==> src/rtl/lowx_mem_arbiter.sv <==
// lowx_mem_arbiter
// ----------------
// Arbiter and sequencer between the icache refill port, the dcache
// refill/writeback port and one downstream memory port. Only one
// transaction is in flight at a time: IDLE grants a requester, REQ
// presents the latched request downstream until it is accepted, and WAIT
// collects the single response and routes it back to the owner.
//
// Build option:
//   LOWX_ARB_STARVE_GUARD_EN - when defined, a saturating counter tracks
//   dcache grants made while the icache is waiting. Once it reaches
//   STARVE_LIMIT, the icache wins the next arbitration. When undefined,
//   the dcache always has priority.
//
// Ports:
//   clk_i, rst_ni           clock, asynchronous active-low reset
//   flush_i                 drop the pending response; blocks a grant in IDLE
//   ic_req_* / ic_rsp_*     icache request (read-only) and response
//   dc_req_* / dc_rsp_*     dcache request (read/write, uncached) and response
//   mem_req_* / mem_rsp_*   downstream valid/ready request and response
module lowx_mem_arbiter #(
  parameter int XLEN         = 32,
  parameter int BLK_SIZE     = 128,
  parameter int STARVE_LIMIT = 4
) (
  input  logic                clk_i,
  input  logic                rst_ni,
  input  logic                flush_i,
  input  logic                ic_req_valid_i,
  input  logic [XLEN-1:0]     ic_req_addr_i,
  output logic                ic_req_ready_o,
  output logic                ic_rsp_valid_o,
  output logic [BLK_SIZE-1:0] ic_rsp_data_o,
  input  logic                dc_req_valid_i,
  input  logic [XLEN-1:0]     dc_req_addr_i,
  input  logic                dc_req_rw_i,
  input  logic                dc_req_uncached_i,
  input  logic [BLK_SIZE-1:0] dc_req_data_i,
  output logic                dc_req_ready_o,
  output logic                dc_rsp_valid_o,
  output logic [BLK_SIZE-1:0] dc_rsp_data_o,
  output logic                mem_req_valid_o,
  input  logic                mem_req_ready_i,
  output logic [XLEN-1:0]     mem_req_addr_o,
  output logic                mem_req_rw_o,
  output logic                mem_req_uncached_o,
  output logic [BLK_SIZE-1:0] mem_req_data_o,
  input  logic                mem_rsp_valid_i,
  input  logic [BLK_SIZE-1:0] mem_rsp_data_i
);

  typedef enum logic [1:0] {IDLE, REQ, WAIT} state_t;

  state_t state;
  logic   owner_ic;   // 1 = transaction in flight belongs to the icache
  logic   drop;       // a flush hit this transaction; suppress its response
  logic   force_ic;   // starvation guard overrides dcache priority
  logic   grant_ic;
  logic   grant_dc;

`ifdef LOWX_ARB_STARVE_GUARD_EN
  localparam int             CW    = $clog2(STARVE_LIMIT + 1);
  localparam logic [CW-1:0]  LIMIT = CW'(STARVE_LIMIT);

  logic [CW-1:0] starve_cnt;

  assign force_ic = ic_req_valid_i && (starve_cnt == LIMIT);

  // Counts dcache grants that overtook a waiting icache. Any grant made
  // without the icache waiting resets the streak.
  always_ff @(posedge clk_i or negedge rst_ni) begin
    if (!rst_ni) begin
      starve_cnt <= '0;
    end else if (grant_ic) begin
      starve_cnt <= '0;
    end else if (grant_dc) begin
      if (!ic_req_valid_i)          starve_cnt <= '0;
      else if (starve_cnt != LIMIT) starve_cnt <= starve_cnt + 1'b1;
    end
  end
`else
  assign force_ic = 1'b0;
`endif

  // NOTE: every signal written in always_comb gets a default first, so no
  // path through the block leaves it unassigned and no latch is inferred.
  always_comb begin
    grant_ic = 1'b0;
    grant_dc = 1'b0;
    if (state == IDLE && !flush_i) begin
      if (ic_req_valid_i && (force_ic || !dc_req_valid_i)) grant_ic = 1'b1;
      else if (dc_req_valid_i)                             grant_dc = 1'b1;
    end
  end

  // Acceptance is combinational so a requester sees ready in its grant cycle.
  assign ic_req_ready_o = grant_ic;
  assign dc_req_ready_o = grant_dc;

  // NOTE: sequential state uses non-blocking assignments only, so every
  // register samples values from before the edge regardless of ordering.
  // The data registers are reset as well because they are visible outputs
  // that must read zero after reset.
  always_ff @(posedge clk_i or negedge rst_ni) begin
    if (!rst_ni) begin
      state              <= IDLE;
      owner_ic           <= 1'b0;
      drop               <= 1'b0;
      mem_req_valid_o    <= 1'b0;
      mem_req_addr_o     <= '0;
      mem_req_rw_o       <= 1'b0;
      mem_req_uncached_o <= 1'b0;
      mem_req_data_o     <= '0;
      ic_rsp_valid_o     <= 1'b0;
      ic_rsp_data_o      <= '0;
      dc_rsp_valid_o     <= 1'b0;
      dc_rsp_data_o      <= '0;
    end else begin
      ic_rsp_valid_o <= 1'b0;
      dc_rsp_valid_o <= 1'b0;
      case (state)
        IDLE: begin
          if (grant_ic) begin
            owner_ic           <= 1'b1;
            mem_req_valid_o    <= 1'b1;
            mem_req_addr_o     <= ic_req_addr_i;
            mem_req_rw_o       <= 1'b0;
            mem_req_uncached_o <= 1'b0;
            mem_req_data_o     <= '0;
            state              <= REQ;
          end else if (grant_dc) begin
            owner_ic           <= 1'b0;
            mem_req_valid_o    <= 1'b1;
            mem_req_addr_o     <= dc_req_addr_i;
            mem_req_rw_o       <= dc_req_rw_i;
            mem_req_uncached_o <= dc_req_uncached_i;
            mem_req_data_o     <= dc_req_data_i;
            state              <= REQ;
          end
        end
        REQ: begin
          if (flush_i) drop <= 1'b1;
          if (mem_req_ready_i) begin
            mem_req_valid_o <= 1'b0;
            state           <= WAIT;
          end
        end
        WAIT: begin
          if (mem_rsp_valid_i) begin
            // A flush arriving with the response still cancels delivery.
            if (owner_ic) begin
              ic_rsp_data_o  <= mem_rsp_data_i;
              ic_rsp_valid_o <= !(drop || flush_i);
            end else begin
              dc_rsp_data_o  <= mem_rsp_data_i;
              dc_rsp_valid_o <= !(drop || flush_i);
            end
            drop  <= 1'b0;
            state <= IDLE;
          end else if (flush_i) begin
            drop <= 1'b1;
          end
        end
        default: state <= IDLE;
      endcase
    end
  end

endmodule

==> config.mk <==
export PLATFORM = sky130hd
export DESIGN_NAME = lowx_mem_arbiter
export DESIGN_NICKNAME = d
export VERILOG_FILES = /design/src/rtl/lowx_mem_arbiter.sv
export SDC_FILE = /design/constraint.sdc
export NUM_CORES = 1
export LEC_CHECK = 0
export ABC_CLOCK_PERIOD_IN_PS = 2650
export BUFFER_PORTS_ARGS = -buffer_cell sky130_fd_sc_hd__buf_2
export CAP_MARGIN = 20
export CORE_AREA = 10 10 283 285
export CTS_BUF_LIST = sky130_fd_sc_hd__clkbuf_4 sky130_fd_sc_hd__clkbuf_8
export DETAILED_ROUTE_END_ITERATION = 10
export DIE_AREA = 0 0 293 295
export PLACE_DENSITY = 0.49
export SETUP_SLACK_MARGIN = 0.4
export SLEW_MARGIN = 20
export SYNTH_ARGS = -nofsm -noshare
export SYNTH_HDL_FRONTEND = slang
export SYNTH_SLANG_ARGS = --single-unit
==> constraint.sdc <==
create_clock -name clk_i -period 2.65 [get_ports clk_i]
set_clock_uncertainty 0.1 [all_clocks]
set_input_delay 0.6625 -clock clk_i [delete_from_list [all_inputs] [get_ports clk_i]]
set_output_delay 0.6625 -clock clk_i [all_outputs]
set_load 0.05 [all_outputs]
==> key figures, run 1 <==
Status
  – Status: finished clean

Setup path
  – CP Launch Type: register
  – Critical path capture point type: output port
  – Slowest stage delay, CP: 0.41 ns
  – Worst Path Max Fanout: 3
  – Crit path cell chain: inv_2 > ha_4 > nand4bb_4 > clkinv_4 > buf_12
  – Kind of critical path: reg2out
  – Crit-path slowest cell: dfrtp_1
  – CP required: 1.89 ns
  – Delay-heaviest family, CP: flip-flops
  – Data arrival time of the critical path: 1.72 ns
  – Buf+Inv Stages, Crit Path: 3

Yosys
  – Mean Syn Cell Area: 15.3 um^2
  – Number of synthesized flops with an enable pin: 0
  – Gate Count Post-Synth: 1038
  – Cell taking the most area after synthesis: dfrtp_1
  – Largest cells by area after synthesis: dfrtp_1, mux2_2, a22o_1
  – Distinct cell type count after synthesis: 27
  – Warnings, synthesis: 0
  – Synth Flop Type: dfrtp_1
  – Mapped cell area: 15800 um^2
  – Syn_nets: 1370
  – Share of the synthesized area in the top cell type: 0.671
  – Sequential area share after synthesis: 0.671
  – Ys async rst share: 1.00
  – Yosys reg bits: 425

Global route
  – Largest net degree at the start of global routing: 93
  – Total track usage: 0.136
  – Initial antenna violation count: 22
  – Total global routing overflow: 0
  – Vias in the first global route: 13600
  – First-pass GRT wire length: 89500 um

Layout
  – Nets: 2198
  – Layout cell share with drive strength beyond 1: 0.634
  – P&R area growth vs syn: 45.6%

Place
  – Number of buffers added on ports: 751
  – HPWL after DPL: 46900 um
  – Final Wtd Congestion: 0.817

Drt
  – Iter 0 DRT Violations: 353
  – Antenna-violating nets left: 0
  – WL/cell: 21.3 um
  – 1st-pass router iterations: 6
  – Via/cell ratio: 4.21
  – Routed vias: 12200
  – DRC Markers: 0
  – Routed WL: 61700 um

Job
  – MaxCap Viol Count: 0

Timing
  – Final Setup Violations: 0
  – Least-Margin Pin Slew: 0.501 ns
  – RSZ-0062 raised after global routing: true
  – Slew HR: 0.666
  – Max-slew violation count: 0
  – Final period utilization: 0.936
  – Minimum clock period: 2.48 ns
  – Setup TNS: 0 ns
  – Final Hold Vio Count: 0
  – Fmax: 403 MHz

Floorplanning
  – Starting Density: 0.214
  – CORE AREA: 74200 um^2
  – Die X: 293 um
  – Ports: 752
  – Chip height: 295 um
  – Row Count: 100
  – Die area: 86400 um^2

Clock network
  – Worst-Skew Late Latency: 0.66 ns
  – TritonCTS clock tree: built
  – H-tree Lvls: 3
  – CTS sink cnt: 425
  – Root buffer cell: clkbuf_8
  – Clock Path Buffers: 3
  – Clock Pin Slew Worst Setup and Hold Paths: 0.06 ns
  – TritonCTS buffer count: 80

Min path
  – Hold WC Path Type: in2reg
## cells in the mapped netlist (all sizes together), types with 2 or more instances
master	count
a21oi	65
nor2b	2
a22o	130
inv	6
dfrtp	425
nand2	34
nor2	33
nand3b	2
nor3	3
mux2	257
buf	62
ha	3
clkbuf	8
a31oi	2
## repair_timing
action / 4_1_cts / 5_1_grt
endpoints found under the setup margin: 106 / 102
pin swaps: 2 / 3
resized for setup: 15 / 6
hold buffers: 1 / 0
endpoints found under the hold margin: 34 / 0
cloned: 1 / 1
setup buffers: 6 / 16
## cells by family after synthesis
family	after synthesis	synth area share
AND/OR/NAND/NOR	76	0.0208
adder cells (fa/ha/maj)	3	0.00237
buffers and inverters	76	0.0276
flip-flops	425	0.671
multiplexers	257	0.183
AO/OA/AOI/OAI	201	0.0952
## cell type report
type / instances / area [um^2]
Inverter: 6 / 32.5
Clock buffer: 121 / 1520
Tap cell: 969 / 1210
Sequential cell: 425 / 10600
Multi-Input combinational cell: 538 / 4820
Fill cell: 7585 / 51100
Antenna cell: 8 / 20.0
Timing Repair Buffer: 815 / 4580
Clock inverter: 20 / 258
## metrics by stage
stage | cell area, um^2 | setup WS, ns | utilization | hold slack, ns | std cells
global placement | 21000 | 0.245 | 0.283 | 0.350 | 2728
floorplan | 15800 | 0.449 | - | 0.267 | 1038
finish | 23100 | 0.169 | 0.311 | 0.127 | 2902
global route | 23100 | 0.0435 | 0.311 | 0.0475 | 2901
CTS | 22900 | 0.0278 | 0.308 | 0.0310 | 2877
detailed placement | 21000 | 0.187 | 0.283 | 0.353 | 2728
## layer usage
layer / routed length [um] / track usage / part of all wire / vias up
li1: - / - / - / 5432
met1: 22000 / 0.140 / 0.36 / 6051
met2: 31500 / 0.239 / 0.51 / 573
met3: 6100 / 0.0621 / 0.099 / 138
met4: 1990 / 0.0521 / 0.032 / 20
met5: 119 / 0 / 0.0019 / -
## flip-flops by register name, summed over array words and instances, names as in the netlist
| name | flops |
|---|---|
| ic_rsp_data_o | 128 |
| owner_ic | 1 |
| ic_rsp_valid_o | 1 |
| mem_req_uncached_o | 1 |
| state | 2 |
| dc_rsp_data_o | 128 |
| mem_req_data_o | 128 |
| mem_req_addr_o | 32 |
| drop | 1 |
| dc_rsp_valid_o | 1 |
| mem_req_valid_o | 1 |
| mem_req_rw_o | 1 |
## layout by cell type (no fill, tap or decap), drive strengths merged, types with 2 or more instances in the layout
| cell type | instances |
|---|---|
| ha | 3 |
| dfrtp | 425 |
| nor2 | 34 |
| clkinv | 12 |
| nand3b | 2 |
| diode | 8 |
| bufinv | 4 |
| a31oi | 2 |
| mux2 | 257 |
| nor3 | 3 |
| clkbuf | 122 |
| inv | 9 |
| a22o | 130 |
| buf | 813 |
| nand2 | 34 |
| a21oi | 65 |
| nor2b | 2 |
## worst paths after layout
kind / startpoint / to / slack, ns / depth (start not counted)
min: dc_req_data_i[12] / mem_req_data_o[12]$_DFFE_PN0P_ / 0.13 / 2
max in group asynchronous: rst_ni / dc_rsp_data_o[75]$_DFFE_PN0P_ / 1.15 / 4
max: state[0]$_DFFE_PN0P_ / ic_req_ready_o / 0.17 / 5
min reg2reg: drop$_DFFE_PN0P_ / ic_rsp_valid_o$_DFF_PN0_ / 0.36 / 1
max reg2reg: state[0]$_DFFE_PN0P_ / mem_req_data_o[103]$_DFFE_PN0P_ / 0.45 / 8
min in group asynchronous: rst_ni / dc_rsp_data_o[98]$_DFFE_PN0P_ / 0.40 / 2
Power of run 1 is left out: the tool's default activity adds up to more than one toggle a clock period on the data nets, which glitch-free logic cannot reach.
==> inputs of run 2 (changes only) <==
--- a/config.mk
+++ b/config.mk
@@ -12,5 +12,6 @@
 export CTS_BUF_LIST = sky130_fd_sc_hd__clkbuf_4 sky130_fd_sc_hd__clkbuf_8
+export CTS_CLUSTER_DIAMETER = 30
 export DETAILED_ROUTE_END_ITERATION = 10
 export DIE_AREA = 0 0 293 295
-export PLACE_DENSITY = 0.49
+export PLACE_DENSITY = 0.4
 export SETUP_SLACK_MARGIN = 0.4
==> constraint.sdc (replaced) <==
create_clock -name clk_i -period 2.65 [get_ports clk_i]
set_clock_uncertainty 0.1 [all_clocks]
set_input_delay 0.795 -clock clk_i [delete_from_list [all_inputs] [get_ports clk_i]]
set_output_delay 0.795 -clock clk_i [all_outputs]
set_load 0.05 [all_outputs]
==> key figures, run 2 (synthesized netlist as in run 1, its figures left out) <==
Status
  – Status: finished with violations
  – Violated checks: setup timing

Setup path
  – Kind of critical path: reg2out
  – Worst R2R Path Depth: 8 (unchanged)
  – Delay-heaviest family, CP: flip-flops
  – Crit path launch: state[0]$_DFFE_PN0P_
  – R2R setup slack: 0.49 ns (+0.04 ns)
  – Critical path capture point type: output port
  – Slowest stage delay, CP: 0.41 ns (about the same)
  – Crit path cell chain: inv_2 > ha_4 > nand4bb_4 > inv_8 > buf_8
  – Data arrival time of the critical path: 1.77 ns (+0.05 ns)
  – Buf+Inv Stages, Crit Path: 3 (unchanged)
  – Worst r2r src: state[0]$_DFFE_PN0P_
  – R2R Path End: mem_req_data_o[115]$_DFFE_PN0P_
  – Crit-path slowest cell: dfrtp_1
  – CP Depth: 5 (unchanged)
  – CP endpoint: ic_req_ready_o
  – CP Launch Type: register
  – CP required: 1.76 ns (-0.13 ns)
  – Worst Path Max Fanout: 3 (unchanged)

Drt
  – DRC Markers: 0 (unchanged)
  – Met2 WL: 35300 um (+12%)
  – 1st-pass router iterations: 5 (-1)
  – Antenna-violating nets left: 0 (unchanged)
  – DRT met1 WL: 24100 um (+9.2%)
  – WL met3: 6650 um (+9.0%)
  – WL/cell: 23.4 um (+10%)
  – Via/cell ratio: 4.23 (+0.61%)
  – Routed vias: 12500 (+2.1%)
  – Iter 0 DRT Violations: 430 (+22%)
  – Routed WL: 68900 um (+12%)
  – DR top layer: met5

Timing
  – Max-slew violation count: 0 (unchanged)
  – Fmax: 376 MHz (-6.7%)
  – Least-Margin Pin Slew: 0.629 ns (+0.128 ns)
  – Final period utilization: 1.00 (+0.0677)
  – Final Setup Violations: 1 (+1)
  – Final hold slack: 0.222 ns (+0.0949 ns)
  – Final worst slack: -0.0108 ns (-0.180 ns)
  – Minimum clock period: 2.66 ns (+0.180 ns)
  – Final Hold Vio Count: 0 (unchanged)
  – RSZ-0062 raised after global routing: true
  – Slew HR: 0.580 (-0.0858)

Global route
  – Initial antenna violation count: 25 (+14%)
  – Total global routing overflow: 0 (unchanged)
  – Vias in the first global route: 13800 (+1.5%)
  – First-pass GRT wire length: 97600 um (+9.1%)
  – Largest net degree at the start of global routing: 164 (+76%)
  – Total track usage: 0.151 (+0.0153)

Clock network
  – Worst-Skew Late Latency: 0.66 ns (about the same)
  – Root buffer cell: clkbuf_8
  – Clock Path Buffers: 3 (unchanged)
  – CTS sink cnt: 425 (unchanged)
  – TritonCTS clock tree: built
  – TritonCTS buffer count: 109 (+36%)
  – Clock Pin Slew Worst Setup and Hold Paths: 0.06 ns (about the same)
  – H-tree Lvls: 3 (unchanged)

Layout
  – Regs by FF count: dc_rsp_data_o x128, ic_rsp_data_o x128, mem_req_data_o x128
  – Layout cell share with drive strength beyond 1: 0.644 (+0.00955)
  – Storage element area: 10600 um^2 (about the same)
  – Layout fillers: 7452 (-1.8%)
  – Nets: 2216 (+0.82%)
  – Multi-input gate area: 4820 um^2 (-0.10%)
  – Commonest non-fill, non-tap cell in the layout: dfrtp_1
  – P&R area growth vs syn: 61.6%
  – Commonest non-fill, non-tap cells in the layout: dfrtp_1, buf_2, buf_4

Floorplanning
  – Row Count: 100 (unchanged)
  – Chip height: 295 um (unchanged)
  – Ports: 752 (unchanged)
  – CORE AREA: 74200 um^2 (unchanged)
  – Starting Density: 0.214 (unchanged)
  – Die area: 86400 um^2 (unchanged)
  – Die X: 293 um (unchanged)

Job
  – MaxCap Viol Count: 0 (unchanged)

Place
  – HPWL after DPL: 51500 um (+9.8%)
  – Number of buffers added on ports: 751 (unchanged)
  – Final Wtd Congestion: 0.801 (-2.0%)

Pwr
  – PwrDens: 1760 nW/um^2
  – P_leak: 0.0128 uW
  – Design Power: 45000 uW
  – Peak supply drop: 0.874 mV

Min path
  – Hold WC Path Type: in2reg
run 2: changes by cell type in the layout (fill, tap and decap cells not counted), moves of 2 or more:
cell | before | now
clkbuf_8 | 97 | 143
clkbuf_4 | 24 | 20
buf_6 | 1 | 178
diode_2 | 8 | 5
dfrtp_1 | 425 | 423
dfrtp_2 | 0 | 2
buf_12 | 22 | 25
buf_2 | 746 | 333
buf_8 | 1 | 4
buf_4 | 42 | 260
bufinv_16 | 4 | 12
clkinv_2 | 9 | 17
run 2: routing by layer:
metal / global-route usage / vias up
li1: - / 5464
met1: 0.152 / 6264
met2: 0.266 / 561
met3: 0.0672 / 151
met4: 0.0705 / 30
met5: 0 / -
run 2: worst min path at each step:
stage | startpoint | end | slack (ns) | cells past startpoint
detailed placement | drop$_DFFE_PN0P_ | dc_rsp_valid_o$_DFF_PN0_ | 0.36 | 1
finish | dc_req_data_i[89] | mem_req_data_o[89]$_DFFE_PN0P_ | 0.22 | 2
CTS | dc_req_data_i[83] | mem_req_data_o[83]$_DFFE_PN0P_ | 0.11 | 2
floorplan | drop$_DFFE_PN0P_ | dc_rsp_valid_o$_DFF_PN0_ | 0.33 | 1
global placement | drop$_DFFE_PN0P_ | dc_rsp_valid_o$_DFF_PN0_ | 0.34 | 1
global route | dc_req_data_i[70] | mem_req_data_o[70]$_DFFE_PN0P_ | 0.15 | 2
run 2: what timing repair did:
item / 4_1_cts / 5_1_grt
endpoints found under the setup margin: 523 / 40
hold buffers: 1 / 0
pin swaps: 2 / 1
resized for setup: 622 / 4
endpoints found under the hold margin: 25 / 0
cloned: 1 / 1
buffers inserted: 12 / 2
run 2: final cells by class:
cell class / count / share of cell area
Inverter: 6 / 0.00137
Tap cell: 969 / 0.0473
Clock buffer: 162 / 0.0824
Sequential cell: 425 / 0.415
Timing Repair Buffer: 804 / 0.244
Antenna cell: 5 / 0.000489
Clock inverter: 36 / 0.0207
Multi-Input combinational cell: 538 / 0.188
run 2: metrics by stage:
step / TNS, ns / instances / instance area, um^2 / util / setup slack (ns)
4_1_cts: -0.0837 / 2937 / 25500 / 0.344 / -0.0813
2_1_floorplan: 0 / 1038 / 15900 / - / 0.408
3_3_place_gp: 0 / 2725 / 21000 / 0.283 / 0.106
6_report: -0.0108 / 2945 / 25600 / 0.345 / -0.0108
5_1_grt: -0.150 / 2943 / 25600 / 0.345 / -0.120
3_5_place_dp: 0 / 2725 / 21000 / 0.283 / 0.110
run 2: where the power goes:
part	switching (uW)	leakage [uW]	total [uW]	internal, uW
clock	3330	0.00138	9600	6260
sequential	2070	0.00526	11800	9710
combinational	15700	0.00612	23600	7890
(Power assumes the default switching activity.)
